[src/rtl/rils_pkg.sv]
// Shared definitions for the multi-cycle load/store/R/I datapath.
// Contents: instruction opcode and funct encodings, ALU operation encoding,
// controller state enum, fault codes and an instruction legality helper.
package rils_pkg;

  // Primary opcodes (instr[31:26])
  localparam logic [5:0] OpRtype = 6'b000000;
  localparam logic [5:0] OpLw    = 6'b100011;
  localparam logic [5:0] OpSw    = 6'b101011;
  localparam logic [5:0] OpBeq   = 6'b000100;
  localparam logic [5:0] OpAddi  = 6'b001000;
  localparam logic [5:0] OpAndi  = 6'b001100;
  localparam logic [5:0] OpOri   = 6'b001101;

  // R-type funct field (instr[5:0])
  localparam logic [5:0] FnAdd = 6'b100000;
  localparam logic [5:0] FnSub = 6'b100010;
  localparam logic [5:0] FnAnd = 6'b100100;
  localparam logic [5:0] FnOr  = 6'b100101;
  localparam logic [5:0] FnSlt = 6'b101010;

  typedef enum logic [3:0] {
    AluAdd = 4'd0,
    AluSub = 4'd1,
    AluAnd = 4'd2,
    AluOr  = 4'd3,
    AluSlt = 4'd4
  } alu_op_e;

  typedef enum logic [2:0] {
    StFetch  = 3'd0,
    StDecode = 3'd1,
    StExec   = 3'd2,
    StMem    = 3'd3,
    StWb     = 3'd4,
    StHalt   = 3'd5
  } state_e;

  localparam logic [1:0] FaultNone     = 2'd0;
  localparam logic [1:0] FaultIllegal  = 2'd1;
  localparam logic [1:0] FaultMisalign = 2'd2;

  // True when the opcode (and funct, for R-type) is one the datapath executes.
  function automatic logic is_legal(input logic [5:0] opcode, input logic [5:0] funct);
    logic legal;
    case (opcode)
      OpRtype: legal = (funct == FnAdd) || (funct == FnSub) || (funct == FnAnd) ||
                       (funct == FnOr)  || (funct == FnSlt);
      OpLw, OpSw, OpBeq, OpAddi, OpAndi, OpOri: legal = 1'b1;
      default: legal = 1'b0;
    endcase
    return legal;
  endfunction

endpackage

[src/rtl/rils_alu_n.sv]
// N-bit combinational ALU for the multi-cycle datapath.
// Ports:
//   a_i, b_i   operands
//   op_i       operation select (add, sub, and, or, signed set-less-than)
//   result_o   operation result; add/sub wrap modulo 2^N
//   zero_o     high when result_o is all zeros
module rils_alu_n
  import rils_pkg::*;
#(
  parameter int unsigned N = 32
) (
  input  logic [N-1:0] a_i,
  input  logic [N-1:0] b_i,
  input  alu_op_e      op_i,
  output logic [N-1:0] result_o,
  output logic         zero_o
);

  logic slt;

  always_comb begin
    slt = $signed(a_i) < $signed(b_i);
    result_o = '0;
    unique case (op_i)
      AluAdd:  result_o = a_i + b_i;
      AluSub:  result_o = a_i - b_i;
      AluAnd:  result_o = a_i & b_i;
      AluOr:   result_o = a_i | b_i;
      AluSlt:  result_o = {{(N-1){1'b0}}, slt};
      default: result_o = '0;
    endcase
    zero_o = (result_o == '0);
  end

endmodule

[src/rtl/multicycle_rils_datapath.sv]
// Multi-cycle datapath executing lw, sw, beq, addi, andi, ori and R-type
// add/sub/and/or/slt over a single shared memory port with a req/ack handshake.
// Ports:
//   clk, rst            clock and synchronous active-high reset
//   mem_req/we/addr/wdata  unified memory request bus (decoded from state)
//   mem_rdata, mem_ack  memory response; a transfer completes on req && ack
//   pc                  current program counter
//   retire              one-cycle pulse per completed instruction
//   halted, fault_code  sticky fault indication (1 illegal, 2 misaligned)
//   dbg_raddr/dbg_rdata combinational register-file debug read
module multicycle_rils_datapath
  import rils_pkg::*;
#(
  parameter int unsigned  N        = 32,
  parameter int unsigned  NUM_REGS = 32,
  parameter logic [N-1:0] RESET_PC = '0,
  localparam int unsigned RW       = $clog2(NUM_REGS)
) (
  input  logic          clk,
  input  logic          rst,
  output logic          mem_req,
  output logic          mem_we,
  output logic [N-1:0]  mem_addr,
  output logic [N-1:0]  mem_wdata,
  input  logic [N-1:0]  mem_rdata,
  input  logic          mem_ack,
  output logic [N-1:0]  pc,
  output logic          retire,
  output logic          halted,
  output logic [1:0]    fault_code,
  input  logic [RW-1:0] dbg_raddr,
  output logic [N-1:0]  dbg_rdata
);

  // Architectural and microarchitectural state
  state_e         state_q, state_d;
  logic [N-1:0]   pc_q, pc_d;
  logic [31:0]    ir_q, ir_d;
  logic [N-1:0]   a_q, a_d;
  logic [N-1:0]   b_q, b_d;
  logic [N-1:0]   alu_q, alu_d;
  logic [N-1:0]   mdr_q, mdr_d;
  logic           retire_q, retire_d;
  logic           halted_q, halted_d;
  logic [1:0]     fault_q, fault_d;
  logic [N-1:0]   regs_q [NUM_REGS];
  logic [N-1:0]   regs_d [NUM_REGS];

  // Instruction fields
  logic [5:0]     opcode;
  logic [5:0]     funct;
  logic [RW-1:0]  rs_idx, rt_idx, rd_idx, wb_idx;
  logic [15:0]    imm16;
  logic [N-1:0]   sext_imm, zext_imm;
  logic           is_rtype, is_lw, is_sw, is_beq, is_andi, is_ori;

  // ALU interface
  alu_op_e        alu_op;
  logic [N-1:0]   alu_b;
  logic [N-1:0]   alu_result;
  logic           alu_zero;

  logic [N-1:0]   branch_target;
  logic [N-1:0]   wb_data;

  always_comb begin
    opcode   = ir_q[31:26];
    funct    = ir_q[5:0];
    rs_idx   = ir_q[21 +: RW];
    rt_idx   = ir_q[16 +: RW];
    rd_idx   = ir_q[11 +: RW];
    imm16    = ir_q[15:0];
    sext_imm = N'($signed(imm16));
    zext_imm = N'(imm16);
    is_rtype = (opcode == OpRtype);
    is_lw    = (opcode == OpLw);
    is_sw    = (opcode == OpSw);
    is_beq   = (opcode == OpBeq);
    is_andi  = (opcode == OpAndi);
    is_ori   = (opcode == OpOri);
    wb_idx   = is_rtype ? rd_idx : rt_idx;
    wb_data  = is_lw ? mdr_q : alu_q;
    // pc already points past the branch by the time the target is used
    branch_target = pc_q + (sext_imm << 2);
  end

  // ALU operation and second-operand select
  always_comb begin
    alu_op = AluAdd;
    alu_b  = sext_imm;
    if (is_rtype) begin
      alu_b = b_q;
      unique case (funct)
        FnSub:   alu_op = AluSub;
        FnAnd:   alu_op = AluAnd;
        FnOr:    alu_op = AluOr;
        FnSlt:   alu_op = AluSlt;
        default: alu_op = AluAdd;
      endcase
    end else if (is_beq) begin
      alu_op = AluSub;
      alu_b  = b_q;
    end else if (is_andi) begin
      alu_op = AluAnd;
      alu_b  = zext_imm;
    end else if (is_ori) begin
      alu_op = AluOr;
      alu_b  = zext_imm;
    end
  end

  rils_alu_n #(
    .N (N)
  ) u_alu (
    .a_i      (a_q),
    .b_i      (alu_b),
    .op_i     (alu_op),
    .result_o (alu_result),
    .zero_o   (alu_zero)
  );

  // Controller next-state and datapath register updates
  always_comb begin
    state_d  = state_q;
    pc_d     = pc_q;
    ir_d     = ir_q;
    a_d      = a_q;
    b_d      = b_q;
    alu_d    = alu_q;
    mdr_d    = mdr_q;
    retire_d = 1'b0;
    halted_d = halted_q;
    fault_d  = fault_q;

    unique case (state_q)
      StFetch: begin
        if (mem_ack) begin
          ir_d    = 32'(mem_rdata);
          pc_d    = pc_q + N'(4);
          state_d = StDecode;
        end
      end
      StDecode: begin
        a_d = regs_q[rs_idx];
        b_d = regs_q[rt_idx];
        if (!is_legal(opcode, funct)) begin
          fault_d  = FaultIllegal;
          halted_d = 1'b1;
          state_d  = StHalt;
        end else begin
          state_d = StExec;
        end
      end
      StExec: begin
        alu_d = alu_result;
        if (is_beq) begin
          if (alu_zero) pc_d = branch_target;
          retire_d = 1'b1;
          state_d  = StFetch;
        end else if (is_lw || is_sw) begin
          if (alu_result[1:0] != 2'b00) begin
            fault_d  = FaultMisalign;
            halted_d = 1'b1;
            state_d  = StHalt;
          end else begin
            state_d = StMem;
          end
        end else begin
          state_d = StWb;
        end
      end
      StMem: begin
        if (mem_ack) begin
          if (is_sw) begin
            retire_d = 1'b1;
            state_d  = StFetch;
          end else begin
            mdr_d   = mem_rdata;
            state_d = StWb;
          end
        end
      end
      StWb: begin
        retire_d = 1'b1;
        state_d  = StFetch;
      end
      StHalt: begin
        state_d = StHalt;
      end
      default: begin
        state_d = StHalt;
      end
    endcase
  end

  // Register file write port; index 0 is never written so it always reads 0
  always_comb begin
    regs_d = regs_q;
    if ((state_q == StWb) && (wb_idx != '0)) begin
      regs_d[wb_idx] = wb_data;
    end
  end

  always_ff @(posedge clk) begin
    if (rst) begin
      state_q  <= StFetch;
      pc_q     <= RESET_PC;
      ir_q     <= '0;
      a_q      <= '0;
      b_q      <= '0;
      alu_q    <= '0;
      mdr_q    <= '0;
      retire_q <= 1'b0;
      halted_q <= 1'b0;
      fault_q  <= FaultNone;
      for (int unsigned i = 0; i < NUM_REGS; i++) begin
        regs_q[i] <= '0;
      end
    end else begin
      state_q  <= state_d;
      pc_q     <= pc_d;
      ir_q     <= ir_d;
      a_q      <= a_d;
      b_q      <= b_d;
      alu_q    <= alu_d;
      mdr_q    <= mdr_d;
      retire_q <= retire_d;
      halted_q <= halted_d;
      fault_q  <= fault_d;
      regs_q   <= regs_d;
    end
  end

  // Memory bus decodes straight from state; reset masks any request so an
  // ack seen during reset cannot complete a transfer.
  always_comb begin
    mem_req   = ((state_q == StFetch) || (state_q == StMem)) && !rst;
    mem_we    = (state_q == StMem) && is_sw && !rst;
    mem_addr  = (state_q == StMem) ? alu_q : pc_q;
    mem_wdata = b_q;
  end

  assign pc         = pc_q;
  assign retire     = retire_q;
  assign halted     = halted_q;
  assign fault_code = fault_q;
  assign dbg_rdata  = regs_q[dbg_raddr];

endmodule

[config.mk]
export PLATFORM = sky130hd
export DESIGN_NAME = multicycle_rils_datapath
export DESIGN_NICKNAME = d
export VERILOG_FILES = /design/src/rtl/rils_pkg.sv /design/src/rtl/rils_alu_n.sv /design/src/rtl/multicycle_rils_datapath.sv
export SDC_FILE = /design/constraint.sdc
export NUM_CORES = 2
export LEC_CHECK = 0
export ABC_CLOCK_PERIOD_IN_PS = 11500
export CORE_ASPECT_RATIO = 0.6
export CORE_MARGIN = 2
export CORE_UTILIZATION = 45
export DETAILED_ROUTE_END_ITERATION = 8
export PLACE_DENSITY = 0.64
export SYNTH_ARGS = -nofsm -noshare
export SYNTH_HDL_FRONTEND = slang
export SYNTH_HIERARCHICAL = 1
export SYNTH_SLANG_ARGS = --single-unit
[constraint.sdc]
create_clock -name clk -period 11.5 [get_ports clk]
set_input_delay 1.15 -clock clk [delete_from_list [all_inputs] [get_ports clk]]
set_output_delay 1.15 -clock clk [all_outputs]
set_load 0.02 [all_outputs]
Yosys cells after proc, flatten, opt, wreduce, memory -nomap -nowiden
Index checks and enable logic that the tools add are counted.
{"block": "op_classes", "mux": 53, "n_bitwise": 7, "n_reduce_logical": 26, "n_eq_ne": 27, "n_lt_le_gt_ge": 6, "add_sub_neg": 4}
{"operator": "$bwmux 1024", "n": 1}
{"operator": "$mux 32", "n": 16}
{"operator": "$bmux 32 s5", "n": 3}
{"operator": "$demux 32 s5", "n": 1}
{"operator": "$pmux 32 s5", "n": 1}
{"operator": "$add 32x32->32", "n": 2}
{"operator": "$pmux 32 s2", "n": 1}
{"operator": "$eq 6x6->1 const B", "n": 7}
{"operator": "$add 32x3->32 const B", "n": 1}
{"operator": "$and 32x32->32", "n": 1}
{"operator": "$logic_not 32->1", "n": 1}
{"operator": "$lt 32x32->1", "n": 1}
{"operator": "$or 32x32->32", "n": 1}
{"operator": "$sub 32x32->32", "n": 1}
{"operator": "$ge 6x6->1 const B", "n": 4}
{"operator": "$not 5->6", "n": 4}
{"operator": "$mux 3", "n": 7}
{"operator": "$eq 6x4->1 const B", "n": 3}
{"operator": "$ne 2x2->1 const B", "n": 8}
{"operator": "$pmux 3 s5", "n": 1}
{"operator": "$mux 2", "n": 7}
{"operator": "$pmux 3 s4", "n": 1}
{"operator": "$eq 4x2->1 const B", "n": 2}
{"operator": "$mux 1", "n": 8}
{"operator": "other kinds (26)", "n": 40}
{"block": "totals", "output_inout_bits": 134, "register_bits": 1223, "in_bits": 40, "elab_cells": 165}

Logic depth before layout (Yosys ltp)
{"block": "depth", "word_depth": 12, "mapped_depth": 27, "depth_no_buf": 24}

Modules after synthesis
The synthesis kept the hierarchy.
{"mod": "multicycle_rils_datapath", "n_inst": 1, "cells_per_inst": 6218, "seq_area_each_um2": 24443.4, "area_per_inst_um2": 67821.3}
{"mod": "rils_alu_n", "n_inst": 1, "cells_per_inst": 820, "seq_area_each_um2": 0.0, "area_per_inst_um2": 5381.4}

Worst setup path after synthesis
No wires, ideal clock.
{"block": "synth_timing", "path_type": "register -> register", "from": "reg ir_q[31]", "to": "reg pc_q[26], in the netlist pc[26]", "period_less_slack_ps": 6280, "arrival_ps": 6203, "path_stages_with_launch": 26, "setup_slack_ps": 5220, "path_buffers": 1, "setup_time_ps": 78, "path_cell_list": "dfxtp_1 > or3_4 > nor2_1 > clkbuf_1 > nand2_1 > nand2_1 > ha_1 > inv_1 > fa_1 > nor2b_1 > o21ai_1 > a2111oi_1 > nor3_1 > a211oi_1 > xnor2_1 > nor2_1 > or4_1 > or4_1 > nor4_1 > and4b_1 > a21oi_1 > nor3_1 > and2_1 > or4b_1 > and3b_1 > nor3_1"}
{"block": "synth_between", "word_cells_on_any_way": 27, "cone_classes": "add/sub: 2; order compare: 1; eq/ne: 9; mux: 9; bitwise: 2; reduce/logical: 4"}
{"item": "start, declared", "line_no": "multicycle_rils_datapath.sv:38", "source": "logic [31:0] ir_q, ir_d;"}
{"item": "start signal, assigned", "line_no": "multicycle_rils_datapath.sv:222", "source": "ir_q <= ir_d;"}
{"item": "$eq 6x4->1", "line_no": "multicycle_rils_datapath.sv:79", "source": "is_andi = (opcode == OpAndi);"}
{"item": "$mux 32", "line_no": "multicycle_rils_datapath.sv:103", "source": "end else if (is_andi) begin"}
{"item": "$mux 32", "line_no": "multicycle_rils_datapath.sv:100", "source": "end else if (is_beq) begin"}
{"item": "$mux 32 (*)", "line_no": "multicycle_rils_datapath.sv:91", "source": "if (is_rtype) begin"}
{"item": "named net alu_b[0]", "line_no": "multicycle_rils_datapath.sv:59", "source": "logic [N-1:0] alu_b;"}
{"item": "$sub 32x32->32, or another cell as far along", "line_no": "rils_alu_n.sv:26", "source": "AluSub: result_o = a_i - b_i;"}
{"item": "$pmux 32 s5 (*)", "line_no": "rils_alu_n.sv:24", "source": "unique case (op_i)"}
{"item": "$logic_not 32->1 (*)", "line_no": "rils_alu_n.sv:32", "source": "zero_o = (result_o == '0);"}
{"item": "named net alu_zero", "line_no": "multicycle_rils_datapath.sv:61", "source": "logic alu_zero;"}
{"item": "$ne 2x2->1 (no source line) (*)"}
{"item": "$reduce_and 4->1 (no source line) (*)"}
{"item": "end signal, assigned", "line_no": "multicycle_rils_datapath.sv:221", "source": "pc_q <= pc_d;"}
{"item": "end, declared", "line_no": "multicycle_rils_datapath.sv:37", "source": "logic [N-1:0] pc_q, pc_d;"}
The timed path passes the listed nets; every way through them passes the cells marked *.
A chain may end at the register's enable or synchronous reset.

Worst setup path after layout
{"block": "layout_timing", "from": "reg ir_q[31]", "to": "reg pc_q[31], in the netlist pc[31]"}
Same word-level chain as after synthesis.

==> out/summary.txt <==
Worst hold margin: 468 ps
Critical Path Sink Type: register
Max-cap violation count: 0
Crit path max fanout: 32
Status: completed
Cell count after synthesis: 7,038
Hold Path Origin: mdr_q[16]
1st-iter DRT viols: 8,920
Hold EP: mdr_q[16]
CP dominant cell by count: nand2_1
Sink Count: 1,221
Slowest Stage Delay on Critical Path: 890 ps
H-tree depth: 3
Area grow syn2layout: 9.31%
Most common cell in the synthesized netlist: dfxtp_1
Antenna violations before repair: 6
CTS tree: built
Crit path cell chain: or3_4 -> nor2_4 -> buf_4 -> nand2_1 -> nand2_1 -> inv_1 -> ha_1 -> nor2_1 -> o311ai_1 -> nand2_1 -> a221oi_1 -> mux2i_1 -> xnor2_1 -> a2111oi_2 -> nand4b_1 -> or4_1 -> nor4_1 -> and4b_1 -> a21o_1 -> nand2_1 -> or3_1 -> o21a_1 -> a211oi_1 -> nor2_1
Pwr Total: 0.0106 W
Period utilization: 74.4%
Slew HR: 11.4%
Chip height: 316 um
RePlAce Congestion: 0.962
Max-slew violations: 0
Syn Std Cell Area: 0.0732 sq mm
Min-Delay Path Depth: 2
Pleak: 24.1 nW
Wirelength, routed: 269 mm
CTS Hold Bufs: 0
Row count: 114
Number of library cell types mapped by synthesis: 98
Worst hold path type: register to register
Yosys reg bits: 1,221
Post-synth top area cell: dfxtp_1
Grt ovf: 0
CP startpoint kind: register
Critical path class: register to register
Hold Vio Cnt, Final: 0
CTS Buf Count: 112
R2R cell count: 24
Most frequent cells after synthesis: 1,221 x dfxtp_1, 1,173 x nor2_1, 1,073 x a211oi_1
DRC viols: 0
DR vias/cell: 6.83
Layout cells sized above 1: 20.3%
Die extent in x: 525 um
PortBufs: 171
Nets: 6,834
Worst EP required: 12,140 ps
Avg Cell Area, Syn: 10.4 sq um
DP Worst Slack: 3240 ps
Max Root-Sink Buffers: 3
DIE AREA: 0.166 sq mm
Clock-pin slew on the worst setup and hold paths: 70 ps
Synth area leaders: dfxtp_1 33%, mux4_2 28%, a211oi_1 11%
Core region area: 0.161 sq mm
Largest net degree at the start of global routing: 223
Dominant synthesized flop cell: dfxtp_1
Post-synth EDFFs: 0
Worst-Margin Slew: 1330 ps
Setup tns final: 0 ps
Endpoints failing setup: 0
Drt pass-1 iters: 6
Top delay family on crit path: simple AND/OR/NAND/NOR gates
Power density over the cells: 133 mW/mm^2
FF-to-FF End: pc[31]
Crit path buf inv count: 2
Post-route ant nets: 0
Worst path arrival time: 9200 ps
Slowest cell on crit path: a221oi_1
Peak supply drop: 0.146 mV
Area share of the largest cell type after synthesis: 33.4%
Drt wl/cell: 30.2 um
Tot GR Track Use: 31.8%
R2r setup slk: 2940 ps
Ys async rst share: 0%
Final worst slack: 2940 ps
CTS resizes: 0
Setup Buffers After CTS: 0
Register area share after synthesis: 33.4%
IO Pins: 174
Vias in the first global route: 56,200
HPWL Detailed: 169 mm
Max Fclk: 0.117 GHz
Initial Util: 45.4%
RSZ-0062 raised after global routing: false
Root Driver: clkbuf_16
Worst R2R Start: ir_q[31]
Clock latency on the worst-skew pair: 750 ps
Post-route clock skew: 27.1 ps
Vias post-DR: 60,900
First-pass GRT wire length: 395 mm
Synth warnings: 6
Min Tclk post-route: 8560 ps
Cell depth of the worst setup path: 24
how the worst max path moves through the flow:
stage | startpoint | endpoint | slack (ps)
2_1_floorplan | ir_q[31] | pc[26] | 5220
3_3_place_gp | ir_q[31] | pc[31] | 3410
3_5_place_dp | ir_q[31] | pc[31] | 3240
4_1_cts | ir_q[31] | pc[31] | 3230
5_1_grt | ir_q[31] | pc[31] | 2610
6_report | ir_q[31] | pc[31] | 2940
kinds of logic (layout without fill, tap and decap cells):
logic type	after synthesis	after routing	synth area share (%)
fa+ha+maj	123	123	2.13
flops	1221	1221	33.4
xor+xnor	35	35	0.419
buf+inv	895	616	4.93
compound gates	1598	1598	15.6
simple gates	1930	1930	11.3
other cells	1	11	0.00512
mux	1235	1235	32.3
layer usage:
layer / share of wire [%] / vias up / global-route usage (%)
li1: - / 26100 / -
met1: 43 / 30600 / 47.6
met2: 41 / 3724 / 44.2
met3: 12 / 469 / 8.55
met4: 3.5 / 6 / 10.2
met5: 0.061 / - / 0
report_power, final:
| part | leakage, nW | internal, W | switching [W] |
|---|---|---|---|
| Sequential | 9.85 | 0.00429 | 0.000141 |
| Combinational | 12.2 | 0.000672 | 0.00130 |
| Clock | 2.02 | 0.00240 | 0.00181 |
final cells by class:
type / instances / area, sq um
repair buffers: 295 / 2740
flip-flops and latches: 1221 / 24500
clock buffers: 151 / 3230
inverters: 113 / 424
well taps: 2146 / 2690
fillers: 14300 / 81300
clock inverters: 57 / 843
diodes: 4 / 10.0
multi-input cells: 4928 / 45600
placed cells by master (no fill, tap or decap), drive strengths merged, types with 20 or more instances in the layout:
master / count
xnor2: 28
mux2i: 301
a31oi: 23
clkbuf: 151
buf: 130
a21oi: 225
o31ai: 20
mux4: 896
nor3: 48
ha: 120
nand3: 37
a21o: 40
a211oi: 1073
mux2: 38
clkdlybuf4s50: 165
nor2: 1202
nor2b: 44
clkinv: 31
nand2: 424
or3: 24
dfxtp: 1221
o21ai: 80
inv: 117
and2: 25
registers in the layout (all words and copies together) (netlist names), 2 cells and up:
register    flops
regs_q       1024
a_q            32
alu_q          32
ir_q           32
mdr_q          32
mem_wdata      32
pc             30
state_q         3
fault_code      2
worst min-delay path: stages, from the launching register on:
cell and delay (ps):
dfxtp_1 320, nand2_1 50, a21oi_1 50
metrics by stage:
stage	utilization, %	cell area [sq um]	instances
floorplan	-	73200	7044
global placement	47.1	75900	8703
detailed placement	47.1	75900	8703
CTS	49.6	80000	8911
global route	49.6	80000	8911
finish	49.6	80000	8915
(Power assumes the default switching activity.)
